$ cat src/rtl/vgachargen_scanout.sv
// VGA text-mode scan-out: sync timing, map/font fetch, palette, blinking cursor.
// Pixel rate is a clock enable derived from clk_i; all stages advance on pix_en.
module vgachargen_scanout #(
   parameter int CLK_DIV      = 4,
   parameter int H_ACTIVE     = 640,
   parameter int H_FP         = 16,
   parameter int H_SYNC       = 96,
   parameter int H_BP         = 48,
   parameter int V_ACTIVE     = 480,
   parameter int V_FP         = 10,
   parameter int V_SYNC       = 2,
   parameter int V_BP         = 33,
   parameter int CHAR_W       = 8,
   parameter int CHAR_H       = 16,
   parameter int RGB_W        = 4,
   parameter int BLINK_FRAMES = 32,
   localparam int COLS    = H_ACTIVE / CHAR_W,
   localparam int ROWS    = V_ACTIVE / CHAR_H,
   localparam int MAP_AW  = $clog2(COLS * ROWS),
   localparam int FONT_AW = 8 + $clog2(CHAR_H)
) (
   input  logic               clk_i,
   input  logic               rst_ni,
   input  logic               en_i,
   input  logic               cursor_en_i,
   input  logic [MAP_AW-1:0]  cursor_addr_i,
   output logic [MAP_AW-1:0]  map_addr_o,
   input  logic [7:0]         map_ch_i,
   input  logic [7:0]         map_col_i,
   output logic [FONT_AW-1:0] font_addr_o,
   input  logic [CHAR_W-1:0]  font_row_i,
   output logic [RGB_W-1:0]   R_o,
   output logic [RGB_W-1:0]   G_o,
   output logic [RGB_W-1:0]   B_o,
   output logic               hsync_o,
   output logic               vsync_o,
   output logic               vblank_o
);

   localparam int H_TOTAL = H_ACTIVE + H_FP + H_SYNC + H_BP;
   localparam int V_TOTAL = V_ACTIVE + V_FP + V_SYNC + V_BP;
   localparam int CELLS   = COLS * ROWS;
   localparam int HW = $clog2(H_TOTAL);
   localparam int VW = $clog2(V_TOTAL);
   localparam int DW = $clog2(CLK_DIV);
   localparam int XW = (CHAR_W > 1) ? $clog2(CHAR_W) : 1;
   localparam int YW = $clog2(CHAR_H);
   localparam int BW = $clog2(BLINK_FRAMES + 1);
   localparam logic [RGB_W-1:0] FULL = '1;
   localparam logic [RGB_W-1:0] HALF = FULL >> 1;

   logic [DW-1:0] div_cnt;
   logic          pix_en;
   logic [HW-1:0] h_cnt;
   logic [VW-1:0] v_cnt;
   logic          h_end;
   logic          v_end;
   logic [BW-1:0] frame_cnt;
   logic          phase;

   assign pix_en = (div_cnt == DW'(CLK_DIV - 1));
   assign h_end  = (h_cnt == HW'(H_TOTAL - 1));
   assign v_end  = (v_cnt == VW'(V_TOTAL - 1));

   always_ff @(posedge clk_i or negedge rst_ni) begin
      if (!rst_ni) begin
         div_cnt <= '0;
      end else if (pix_en) begin
         div_cnt <= '0;
      end else begin
         div_cnt <= div_cnt + 1'b1;
      end
   end

   always_ff @(posedge clk_i or negedge rst_ni) begin
      if (!rst_ni) begin
         h_cnt <= '0;
         v_cnt <= '0;
      end else if (pix_en) begin
         if (h_end) begin
            h_cnt <= '0;
            v_cnt <= v_end ? '0 : v_cnt + 1'b1;
         end else begin
            h_cnt <= h_cnt + 1'b1;
         end
      end
   end

   // phase 0 shows the cursor; it flips every BLINK_FRAMES frames
   always_ff @(posedge clk_i or negedge rst_ni) begin
      if (!rst_ni) begin
         frame_cnt <= '0;
         phase     <= 1'b0;
      end else if (pix_en && h_end && v_end) begin
         if (frame_cnt == BW'(BLINK_FRAMES - 1)) begin
            frame_cnt <= '0;
            phase     <= ~phase;
         end else begin
            frame_cnt <= frame_cnt + 1'b1;
         end
      end
   end

   logic c_act;
   logic c_hs;
   logic c_vs;
   logic c_vb;

   always_comb begin
      c_act = (h_cnt < HW'(H_ACTIVE)) && (v_cnt < VW'(V_ACTIVE));
      c_hs  = !((h_cnt >= HW'(H_ACTIVE + H_FP)) &&
                (h_cnt <  HW'(H_ACTIVE + H_FP + H_SYNC)));
      c_vs  = !((v_cnt >= VW'(V_ACTIVE + V_FP)) &&
                (v_cnt <  VW'(V_ACTIVE + V_FP + V_SYNC)));
      c_vb  = (v_cnt >= VW'(V_ACTIVE));
   end

   logic [XW-1:0] s0_x;
   logic [YW-1:0] s0_y;
   logic          s0_act;
   logic          s0_hs;
   logic          s0_vs;
   logic          s0_vb;

   always_ff @(posedge clk_i or negedge rst_ni) begin
      if (!rst_ni) begin
         map_addr_o <= '0;
         s0_x       <= '0;
         s0_y       <= '0;
         s0_act     <= 1'b0;
         s0_hs      <= 1'b1;
         s0_vs      <= 1'b1;
         s0_vb      <= 1'b0;
      end else if (pix_en) begin
         map_addr_o <= MAP_AW'((int'(v_cnt) / CHAR_H) * COLS +
                               int'(h_cnt) / CHAR_W);
         s0_x       <= XW'(int'(h_cnt) % CHAR_W);
         s0_y       <= YW'(int'(v_cnt) % CHAR_H);
         s0_act     <= c_act;
         s0_hs      <= c_hs;
         s0_vs      <= c_vs;
         s0_vb      <= c_vb;
      end
   end

   logic [XW-1:0] s1_x;
   logic [7:0]    s1_col;
   logic          s1_hit;
   logic          s1_act;
   logic          s1_hs;
   logic          s1_vs;
   logic          s1_vb;
   logic          hit;

   assign hit = cursor_en_i && (int'(cursor_addr_i) < CELLS) &&
                (map_addr_o == cursor_addr_i);

   always_ff @(posedge clk_i or negedge rst_ni) begin
      if (!rst_ni) begin
         font_addr_o <= '0;
         s1_x        <= '0;
         s1_col      <= '0;
         s1_hit      <= 1'b0;
         s1_act      <= 1'b0;
         s1_hs       <= 1'b1;
         s1_vs       <= 1'b1;
         s1_vb       <= 1'b0;
      end else if (pix_en) begin
         font_addr_o <= {map_ch_i, s0_y};
         s1_x        <= s0_x;
         s1_col      <= map_col_i;
         s1_hit      <= hit;
         s1_act      <= s0_act;
         s1_hs       <= s0_hs;
         s1_vs       <= s0_vs;
         s1_vb       <= s0_vb;
      end
   end

   logic [XW-1:0] bit_sel;
   logic          pix_bit;
   logic          swap;
   logic [3:0]    idx;

   always_comb begin
      bit_sel = XW'(CHAR_W - 1) - s1_x;
      pix_bit = font_row_i[bit_sel];
      swap    = s1_hit && !phase;
      idx     = (pix_bit ^ swap) ? s1_col[7:4] : s1_col[3:0];
   end

   logic [3:0] s2_idx;
   logic       s2_act;
   logic       s2_hs;
   logic       s2_vs;
   logic       s2_vb;

   always_ff @(posedge clk_i or negedge rst_ni) begin
      if (!rst_ni) begin
         s2_idx <= '0;
         s2_act <= 1'b0;
         s2_hs  <= 1'b1;
         s2_vs  <= 1'b1;
         s2_vb  <= 1'b0;
      end else if (pix_en) begin
         s2_idx <= idx;
         s2_act <= s1_act;
         s2_hs  <= s1_hs;
         s2_vs  <= s1_vs;
         s2_vb  <= s1_vb;
      end
   end

   function automatic logic [RGB_W-1:0] chan(input logic on,
                                             input logic bright);
      return on ? (bright ? FULL : HALF) : '0;
   endfunction

   logic show;
   assign show = s2_act && en_i;

   always_ff @(posedge clk_i or negedge rst_ni) begin
      if (!rst_ni) begin
         R_o      <= '0;
         G_o      <= '0;
         B_o      <= '0;
         hsync_o  <= 1'b1;
         vsync_o  <= 1'b1;
         vblank_o <= 1'b0;
      end else if (pix_en) begin
         R_o      <= show ? chan(s2_idx[2], s2_idx[3]) : '0;
         G_o      <= show ? chan(s2_idx[1], s2_idx[3]) : '0;
         B_o      <= show ? chan(s2_idx[0], s2_idx[3]) : '0;
         hsync_o  <= s2_hs;
         vsync_o  <= s2_vs;
         vblank_o <= s2_vb;
      end
   end

endmodule

$ cat config.mk
export PLATFORM = sky130hd
export DESIGN_NAME = vgachargen_scanout
export DESIGN_NICKNAME = d
export VERILOG_FILES = /design/src/rtl/vgachargen_scanout.sv
export SDC_FILE = /design/constraint.sdc
export NUM_CORES = 1
export LEC_CHECK = 0
export CORE_UTILIZATION = 57
export CTS_CLUSTER_SIZE = 12
export DETAILED_ROUTE_END_ITERATION = 6
export GPL_TIMING_DRIVEN = 0
export PLACE_DENSITY = 0.93
export REMOVE_ABC_BUFFERS = 1
export SYNTH_ARGS = -nofsm -noshare
export SYNTH_HDL_FRONTEND = slang
export SYNTH_SLANG_ARGS = --single-unit
$ cat constraint.sdc
create_clock -name clk_i -period 3.74 [get_ports clk_i]
set_input_delay 0.374 -clock clk_i [delete_from_list [all_inputs] [get_ports clk_i]]
set_output_delay 0.374 -clock clk_i [all_outputs]
set_load 0.1 [all_outputs]
# Word-level counts from Yosys, hierarchy flattened
# Cells that the tools add are included.
[totals]
elab_cells = 82
register_bits = 103
input_bits = 40
[op_classes]
n_mux = 14
n_lt_le_gt_ge = 9
n_eq_ne = 5
bitwise = 2
reduce_logical = 14
add_sub_neg = 6
multipliers = 1
[ops]
columns = ["cell", "count"]
rows = [
  ["$mux W4", 8],
  ["$add A10 B1 Y10 const B", 2],
  ["$eq A10 B10 Y1 const B", 2],
  ["$ge A10 B9 Y1 const B", 2],
  ["$lt A10 B10 Y1 const B", 2],
  ["$lt A10 B9 Y1 const B", 2],
  ["$mux W10", 2],
  ["$add A12 B7 Y12", 1],
  ["$eq A12 B12 Y1", 1],
  ["$lt A12 B12 Y1 const B", 1],
  ["$ge A10 B10 Y1 const B", 1],
  ["$logic_and A1 B1 Y1", 9],
  ["$mul A6 B3 Y8 const B", 1],
  ["$add A6 B1 Y6 const B", 1],
  ["$eq A6 B5 Y1 const B", 1],
  ["$mux W6", 1],
  ["$lt A3 B4 Y1 const B", 1],
  ["$reduce_and A2 Y1", 2],
  ["$bmux W1 S3", 1],
  ["$logic_not A1 Y1", 3],
  ["$sub A3 B3 Y3 const A", 1],
  ["$add A2 B1 Y2 const B", 1],
  ["$eq A2 B2 Y1 const B", 1],
  ["$mux W2", 1],
  ["other kinds (3)", 3],
]

# Depth between registers and ports, before layout
[logic_depth]
ltp_word = 5
mapped_depth = 8
depth_no_buf = 8

# Worst setup path after synthesis
# Ideal clock, no wire load.
[synth_path]
path_kind = "register to register"
start = "reg v_cnt[5]"
end = "reg map_addr_o[11]"
period_less_slack_ns = 2.294
arrival_time_ns = 2.157
required_time_ns = 3.603
stages_incl_launch_ff = 9
path_slack_ns = 1.446
cell_sequence = "dfrtp_1 ha_1 ha_1 fa_1 xor2_1 nand3_1 nor4_1 xnor2_1 a21oi_1"
[synth_via]
elab_chain_len = 2
[synth_rtl]
columns = ["element", "line", "source"]
rows = [
  ["start, declared", "55", "logic [VW-1:0] v_cnt;"],
  ["start signal, assigned", "82", "v_cnt <= v_end ? '0 : v_cnt + 1'b1;"],
  ["$mul A6 B3 Y8", "135", "map_addr_o <= MAP_AW'((int'(v_cnt) / CHAR_H) * COLS +"],
  ["$add A12 B7 Y12", "135", ""],
  ["end signal, assigned", "135", ""],
  ["end, declared", "27", "output logic [MAP_AW-1:0] map_addr_o,"],
]
# No other way between the ends.
# A chain may end at the register's enable or synchronous reset.

# Worst setup path after layout
[layout_path]
start = "reg div_cnt[0]"
end = "reg frame_cnt[5]"
[layout_via]
elab_chain_len = 3
[layout_rtl]
columns = ["element", "line", "source"]
rows = [
  ["start, declared", "52", "logic [DW-1:0] div_cnt;"],
  ["start signal, assigned", "71", "div_cnt <= div_cnt + 1'b1;"],
  ["$eq A2 B2 Y1", "61", "assign pix_en = (div_cnt == DW'(CLK_DIV - 1));"],
  ["$logic_and A1 B1 Y1 (2 in series)", "94", "end else if (pix_en && h_end && v_end) begin"],
  ["end signal, assigned", "99", "frame_cnt <= frame_cnt + 1'b1;"],
  ["end, declared", "58", "logic [BW-1:0] frame_cnt;"],
]
# No other way between the ends.

==> flow_metrics.tcl <==
set metrics [dict create \
    status "completed" \
    synth_top_area_share_pct 47.67 \
    critPathKind "flip-flop to flip-flop" \
    first_global_vias 3345 \
    grt_first_pass_wirelength_microns 15750 \
    crit_path_start_kind "flip-flop" \
    clk_latency_ns 0.37 \
    row_count 32 \
    reg2reg_from "div_cnt[0]" \
    cts_buffers 9 \
    yosysSeqAreaShare_pct 52.17 \
    finalNetCount 527 \
    hold_viol 0 \
    synthArstFlopShare_pct 100.0 \
    ff2ff_setup_slack_ns 0.98 \
    antenna_found_initial 0 \
    arrival_ns 3.03 \
    ys_warn_count 0 \
    period_share_pct 73.90 \
    htreeDepth 3 \
    fill_cells 525 \
    hold_path_class "input port to asynchronous set/reset pin" \
    synth_area_leader_cell "dfrtp_1" \
    cts.sinks 97 \
    die_area_sq_um 8563 \
    fin_cells 574 \
    period_needed_ns 2.764 \
    synth-main-ff-cell "dfrtp_1" \
    initial_core_util_pct 59.84 \
    worstPathMaxFanout 87 \
    core_area_sq_um 7807 \
    die_h_microns 92.54 \
    ant_nets 0 \
    synth_enable_flop_cells 0 \
    avgSynthCellArea_sq_um 11.80 \
    place_congestion 0.8169 \
    crit_path_start "div_cnt[0]" \
    routed.top_layer "met4" \
    cts_tree "done" \
    cts_root_buf "clkbuf_8" \
    cts_buffer_depth 2 \
    vias 3245 \
    grt_max_degree 88 \
    holdWs_ns 0.4817 \
    placed_cell_area_sq_um 5533 \
    wl_met2_microns 5056 \
    dp_cells 557 \
    power.total_w 0.001927 \
    synth_cells 396 \
    synthTopCellsByCount "89 x dfrtp_1, 49 x mux2_2, 31 x nand2_1" \
    die_w_microns 92.54 \
    wl_per_cell_microns 16.48 \
    maxSlewViolCount 0 \
    required_ns 4.00 \
    yosysMostFrequentCell "dfrtp_1" \
    dr.pass1.iters 4 \
    cts_setup_buffers 0 \
    power_leakage_nw 2.532 \
    worst_slew_pin_slew_ns 0.9885 \
    portBuffers 78 \
    yosys.cell_types.count 43 \
    end_kind "flip-flop" \
    rsz0062_at_grt "no" \
    wl_met3_microns 375 \
    ys_ff_latch 97 \
    boundaryPins 79 \
    p_per_area_nw_per_um2 336.7 \
    drv_cap 0 \
    overflow 0 \
    clock_skew_ns 0.01221 \
    clk_pin_slew_ns 0.10 \
    synth_area_leaders "dfrtp_1 48%, mux2_2 12%, ha_1 4.8%" \
    drc 0 \
    area_growth_pct 22.52 \
    drive_gt1_share_pct 18.01 \
    slew_headroom_pct 33.89 \
    num_antenna_cells 0 \
    final_area_sq_um 5724 \
    drt-total-wl_microns 9462 \
    via_per_inst 5.653 \
    wl_met1_microns 3821 \
    drtIter0Drc 164 \
    setup_viol 0 \
    peakVddDrop_uv 168.5 \
    track_usage_pct 23.86 \
    fmax_mhz 361.8 \
    synth_area_sq_um 4672 \
    dpl.hpwl_microns 6512 \
    cts_resized 0 \
]
==> metrics by stage <==
stage               TNS, ns  utilization (%)  worst slack [ns]
floorplan           -0.6700                -           -0.2841
global placement    -119.39            70.03            -1.266
detailed placement        0            70.87             1.002
CTS                       0            73.32             1.003
global route              0            73.32            0.8012
finish                    0            73.32            0.9763
==> power breakdown <==
| group | internal, W | switching, W |
|---|---|---|
| logic | 0.0000771 | 0.000139 |
| registers | 0.00106 | 0.00000943 |
| clock network | 0.000269 | 0.000368 |
| total | 0.00141 | 0.000517 |
==> timing repair <==
| item | in CTS | in global routing |
|---|---|---|
| hold buffers | 1 | 0 |
| hold endpoints to repair | 24 | 0 |
| setup endpoints to repair | 0 | 0 |
==> critical path, stage by stage (launching register included) <==
cell and delay, ns:
dfrtp_1 0.41, ha_4 0.24, buf_16 0.32, nand4_1 0.28
nor3b_4 0.50, and2_0 0.38, nand4_2 0.16, mux2_4 0.32
==> final timing paths <==
check | to | depth (start not counted)
max | frame_cnt[5] | 7
min | font_addr_o[2] | 2
max reg2reg | frame_cnt[5] | 7
min reg2reg | font_addr_o[2] | 1
max in group asynchronous | hsync_o | 3
min in group clk_i | font_addr_o[2] | 1
==> cells in the final DEF, fill, tap and decap left out, types with 4 or more instances in the layout <==
cell type / n
a21oi_1: 17
and3_1: 4
clkbuf_8: 10
clkdlybuf4s50_1: 77
dfrtp_1: 89
dfstp_2: 8
ha_1: 17
inv_1: 14
mux2_2: 49
mux2i_1: 7
nand2_1: 31
nand3_1: 13
nand4_1: 8
nor2_1: 24
nor3_1: 6
o21ai_0: 9
o22ai_1: 8
xnor2_1: 16
xor2_1: 19
==> cell type report <==
cell class	count	area [sq um]	share of cell area (%)
flip-flops and latches	97	2437	42.58
multi-input cells	264	2082	36.37
repair buffers	81	843.3	14.73
clock buffers	12	145.1	2.536
well taps	102	127.6	2.230
inverters	14	52.55	0.9180
clock inverters	4	36.28	0.6339
==> cell families (layout without fill, tap and decap cells) <==
family	Yosys count	in the layout	synth area share [%]
buffers and inverters	35	111	3.535
muxes	59	59	14.60
and+or+nand+nor	106	106	12.02
AOI/OAI and AO/OA	44	44	5.436
adders and majority gates	20	20	5.678
DFF	97	97	52.17
xor gates and xnor gates	35	35	6.561
==> per-layer routing <==
layer | vias up | track usage (%)
li1 | 1506 | -
met5 | - | 0
met4 | 0 | 8.724
met2 | 96 | 41.79
met1 | 1624 | 28.91
met3 | 19 | 5.172
==> sequential cells by signal, summed over array words and instances (netlist names), 2 cells and up <==
| register | cells |
|---|---|
| s2_idx | 4 |
| s0_y | 4 |
| h_cnt | 10 |
| frame_cnt | 6 |
| s0_x | 3 |
| R_o | 2 |
| B_o | 2 |
| map_addr_o | 12 |
| div_cnt | 2 |
| G_o | 2 |
| font_addr_o | 12 |
| v_cnt | 10 |
| s1_col | 8 |
| s1_x | 3 |
Note: power is estimated with default switching activity, not from simulation.
